--- config.mk ---
export PLATFORM = sky130hd
export DESIGN_NAME = nn_arbiter
export DESIGN_NICKNAME = d
export VERILOG_FILES = /design/src/rtl/nn_arbiter.sv
export SDC_FILE = /design/constraint.sdc
export NUM_CORES = 1
export LEC_CHECK = 0
export ABC_CLOCK_PERIOD_IN_PS = 3100
export CAP_MARGIN = 0
export CORE_AREA = 2 2 165 167
export CTS_CLUSTER_SIZE = 28
export DETAILED_ROUTE_END_ITERATION = 6
export DIE_AREA = 0 0 167 169
export PLACE_DENSITY = 0.67
export SLEW_MARGIN = 30
export SYNTH_ARGS = -nofsm -noshare
export SYNTH_HDL_FRONTEND = slang
export SYNTH_SLANG_ARGS = --single-unit
--- constraint.sdc ---
create_clock -name clk -period 3.1 [get_ports clk]
set_clock_uncertainty 0.15 [all_clocks]
set_input_delay 0.31 -clock clk [delete_from_list [all_inputs] [get_ports clk]]
set_output_delay 0.31 -clock clk [all_outputs]
set_load 0.05 [all_outputs]
--- src/rtl/nn_arbiter.sv ---
// nn_arbiter: round-robin front end that shares one nn inference datapath between N requesters.
// Issues the weight-load pulse after reset, then serves one request at a time with a fixed latency.
module nn_arbiter #(
   parameter int N           = 4,
   parameter int LATENCY     = 6,
   parameter int LOAD_CYCLES = 16,
   localparam int ID_W       = $clog2(N)
) (
   input  logic              clk,
   input  logic              resetn,
   input  logic [N-1:0]      req_valid,
   output logic [N-1:0]      req_ready,
   input  logic [32*N-1:0]   req_in1,
   input  logic [32*N-1:0]   req_in2,
   output logic              rsp_valid,
   input  logic              rsp_ready,
   output logic [ID_W-1:0]   rsp_id,
   output logic [31:0]       rsp_data,
   output logic              rsp_ovf,
   output logic              rsp_zero,
   output logic              nn_enable,
   output logic [31:0]       nn_input_1,
   output logic [31:0]       nn_input_2,
   input  logic [31:0]       nn_final_output,
   input  logic              nn_total_ovf,
   input  logic              nn_total_zero,
   output logic              weights_ready,
   output logic              busy,
   output logic [15:0]       ovf_count
);

   localparam logic [2:0] S_LOAD      = 3'd0;
   localparam logic [2:0] S_LOAD_WAIT = 3'd1;
   localparam logic [2:0] S_IDLE      = 3'd2;
   localparam logic [2:0] S_ISSUE     = 3'd3;
   localparam logic [2:0] S_WAIT      = 3'd4;
   localparam logic [2:0] S_RESP      = 3'd5;

   localparam logic [15:0] LOAD_LAST = 16'(LOAD_CYCLES - 1);
   localparam logic [15:0] LAT_LAST  = 16'(LATENCY - 1);

   logic [2:0]      state;
   logic [15:0]     cnt;
   logic [ID_W-1:0] last_grant;
   logic [ID_W-1:0] cur_id;
   logic [ID_W-1:0] cand;
   logic [ID_W-1:0] win_id;
   logic            win_found;
   logic [N-1:0]    grant;
   logic            transfer;

   // Round-robin search starting one past the previous winner.
   always_comb begin
      cand      = '0;
      win_id    = '0;
      win_found = 1'b0;
      for (int k = 1; k <= N; k++) begin
         cand = ID_W'((int'(last_grant) + k) % N);
         if (!win_found && req_valid[cand]) begin
            win_id    = cand;
            win_found = 1'b1;
         end
      end
      grant = win_found ? (N'(1) << win_id) : '0;
   end

   assign req_ready = (state == S_IDLE) ? grant : '0;
   assign transfer  = |(req_valid & req_ready);

   // The LOAD pulse is gated by resetn so every output reads 0 while reset is held.
   assign nn_enable = (state == S_ISSUE) | ((state == S_LOAD) & resetn);
   assign busy      = (state != S_IDLE) & resetn;

   always_ff @(posedge clk or negedge resetn) begin
      if (!resetn) begin
         state         <= S_LOAD;
         cnt           <= '0;
         last_grant    <= ID_W'(N - 1);
         cur_id        <= '0;
         nn_input_1    <= '0;
         nn_input_2    <= '0;
         rsp_valid     <= 1'b0;
         rsp_id        <= '0;
         rsp_data      <= '0;
         rsp_ovf       <= 1'b0;
         rsp_zero      <= 1'b0;
         weights_ready <= 1'b0;
         ovf_count     <= '0;
      end else begin
         case (state)
            S_LOAD: begin
               cnt   <= '0;
               state <= S_LOAD_WAIT;
            end
            S_LOAD_WAIT: begin
               if (cnt == LOAD_LAST) begin
                  cnt           <= '0;
                  weights_ready <= 1'b1;
                  state         <= S_IDLE;
               end else begin
                  cnt <= cnt + 16'd1;
               end
            end
            S_IDLE: begin
               if (transfer) begin
                  nn_input_1 <= req_in1[32*win_id +: 32];
                  nn_input_2 <= req_in2[32*win_id +: 32];
                  cur_id     <= win_id;
                  state      <= S_ISSUE;
               end
            end
            S_ISSUE: begin
               last_grant <= cur_id;
               cnt        <= '0;
               state      <= S_WAIT;
            end
            S_WAIT: begin
               // nn_input_* stay untouched here so the datapath sees stable operands.
               if (cnt == LAT_LAST) begin
                  rsp_data  <= nn_final_output;
                  rsp_ovf   <= nn_total_ovf;
                  rsp_zero  <= nn_total_zero;
                  rsp_id    <= cur_id;
                  rsp_valid <= 1'b1;
                  if (nn_total_ovf && (ovf_count != 16'hFFFF)) begin
                     ovf_count <= ovf_count + 16'd1;
                  end
                  state <= S_RESP;
               end else begin
                  cnt <= cnt + 16'd1;
               end
            end
            S_RESP: begin
               if (rsp_ready) begin
                  rsp_valid <= 1'b0;
                  state     <= S_IDLE;
               end
            end
            default: state <= S_LOAD;
         endcase
      end
   end

endmodule

==> reports/metrics.yaml <==
fin_nets: 1464
gp_congestion: 0.858
crit_fanout: 18
antenna_found_initial: 2
ys_ff_latch: 141
clock_latency_ns: 0.42
cellPowerDensity_nw_per_um2: 658
gr-total-overflow: 0
period_share_pct: 92.5
final_common_cell: "clkdlybuf4s50_1"
cp_num_buf_inv: 1
fmax_ghz: 0.349
first_global_vias: 8023
final_cells: 1520
irDropWorstVdd_v: 0.000401
required_ns: 2.64
start_util_pct: 31.7
yosys-top-cells-area: "dfrtp_1 (41%), nand3_1 (8.5%), mux2_4 (8.4%), mux2i_1 (7.9%), a221o_1 (7.7%)"
slowest_delay_ns: 0.52
die-area_um2: 28200
synth_edf_count: 0
maxSlewHeadroom_pct: 41.5
hold_violations: 0
cts_sinks: 141
htreeDepth: 4
post-route-min-period_ns: 2.87
status: "finished clean"
post-route-drc-count: 0
hp-class: "flop to flop"
start_kind: "flop"
fin_tns_setup_ns: 0
syn_nets: 1055
crit_type: "flop to output pin"
setup_viol_count_final: 0
wl_per_cell_um: 19.8
yosys_warnings: 0
cp_top_family: "simple AND/OR/NAND/NOR gates"
arrival_ns: 2.41
wirelength_um: 30000
synth_cells: 755
syn_avg_cell_area_um2: 11.1
slew_violations: 0
ys_seq_area_share_pct: 42.0
cts_buffers: 17
synthFlopType: "dfrtp_1"
leakage_nw: 5.68
synth_area_um2: 8400
cp_slowest_cell: "dfrtp_1"
cts_tree: "built"
drt_iter0_markers: 417
dpl.hpwl_um: 22200
synth_top_area_cell: "dfrtp_1"
grt_max_degree: 143
track_usage_pct: 20.5
root_buffer: "clkbuf_16"
synth_cell_types: 57
clk_path_buf_depth: 2
end_kind: "output pin"
dr.pass1.iters: 5
die_y_um: 169
vias_per_cell: 5.17
cap_viol_max_count: 0
tightest_slew_ns: 0.878
port_buffers: 420
die_w_um: 167
dpl.cell_count: 1484
num_vias: 7851
core-area_um2: 26500
std_cell_rows: 60
final_cell_mix: "clkdlybuf4s50_1 (414), nand3_1 (142), dfrtp_1 (139)"
areaGrowthSynthToFinish_pct: 62.9
grt_pass1_wl_um: 45300
drtAntennaViolNets: 0
rsz0062_at_grt: "no"
synth_top_area_share_pct: 41.4
crit_chain: "nor3b_4 > and2_4 > nand2_1 > nor2_1 > buf_12"
ios: 421
path_clk_slew_ns: 0.06
layout-drive-gt1-share_pct: 16.1
async_flop_share_pct: 100
postCtsSetupRepairBufs: 0
-- repair_timing --
| action | 4_1_cts | 5_1_grt |
|---|---|---|
| endpoints found under the hold margin | 139 | 0 |
| hold buffers | 1 | 0 |
| setup endpoints to repair | 0 | 2 |
| resized for setup | 0 | 1 |
-- metrics by stage --
stage                     setup slack (ns)  hold slack, ns  util [%]  power (mW)  area [um^2]
after global routing                0.0536           0.340      51.7        9.42        13700
after global placement               0.288           0.319      49.4        6.94        13100
final                                0.233           0.320      51.7        9.01        13700
after detailed placement             0.256           0.309      49.4        6.98        13100
after floorplan                     0.0884          -0.136         -        5.33         8400
after CTS                           0.0191           0.324      51.6        9.07        13700
-- report_power, final --
group / total, mW / internal, mW / switching [mW] / leakage [nW]
logic: 4.36 / 1.89 / 2.47 / 3.58
clock network: 2.05 / 1.14 / 0.917 / 0.286
registers: 2.60 / 2.27 / 0.326 / 1.81
total: 9.01 / 5.30 / 3.71 / 5.68
-- worst register-to-register path: stages (launching register included) --
cell	delay, ns
dfstp_2	0.60
mux2i_1	0.25
o22ai_2	0.13
a21oi_4	0.34
buf_12	0.21
buf_12	0.17
mux2_2	0.34
a221o_1	0.33
-- sequential cells by signal, summed over array words and instances, names as in the netlist --
register / flops
rsp_id: 2
state: 3
last_grant: 2
rsp_valid: 1
rsp_data: 32
weights_ready: 1
rsp_zero: 1
cnt: 16
cur_id: 2
nn_input_2: 32
nn_input_1: 32
ovf_count: 16
rsp_ovf: 1
-- final timing paths --
| check | from | to | slack, ns | cells after the start |
|---|---|---|---|---|
| hold reg to reg | weights_ready | weights_ready | 0.32 | 2 |
| setup / recovery | state[2] | req_ready[3] | 0.23 | 5 |
| hold / removal | weights_ready | weights_ready | 0.32 | 2 |
| min in group asynchronous | resetn | ovf_count[15] | 0.36 | 3 |
| setup reg to reg | last_grant[1] | nn_input_1[6] | 0.46 | 7 |
| max in group asynchronous | resetn | cnt[9] | 1.69 | 3 |
-- cell usage after synthesis (all sizes together), types with 2 or more instances --
library cell	instances
nand4	8
mux2i	66
and3	10
ha	3
and3b	2
a31oi	2
nand2	28
dfstp	2
a221o	65
o211ai	2
and4	3
clkbuf	13
o21ai	4
nor3b	3
a21oi	7
xnor2	10
inv	7
o22ai	2
mux2	104
nor4	7
nor2	27
nor3	8
buf	53
nand3	142
nand2b	2
xor2	17
nor2b	4
dfrtp	139
-- cell families after synthesis --
family / synth area share [%]
AO/OA/AOI/OAI: 10.2
XOR/XNOR: 2.81
adder cells (fa/ha/maj): 0.447
buffers and inverters: 4.96
flip-flops: 42.0
multiplexers: 23.9
AND/OR/NAND/NOR: 15.7
-- cell type report --
type | count | area, um^2
clock inverter | 15 | 150
tap | 341 | 427
timing repair buffer | 455 | 4650
antenna | 2 | 5.00
fill | 2391 | 12800
clock buffer | 17 | 425
sequential | 141 | 3530
multi-input combinational | 542 | 4480
inverter | 7 | 26.3
-- metal layers --
metal	GRT usage [%]	part of all wire [%]	vias up
met1	25.7	42	3815
met3	4.77	6.6	42
met5	0	0	-
li1	-	-	3677
met2	34.4	49	317
met4	7.46	2.4	0
No activity file was read; power rests on OpenSTA's default activity.
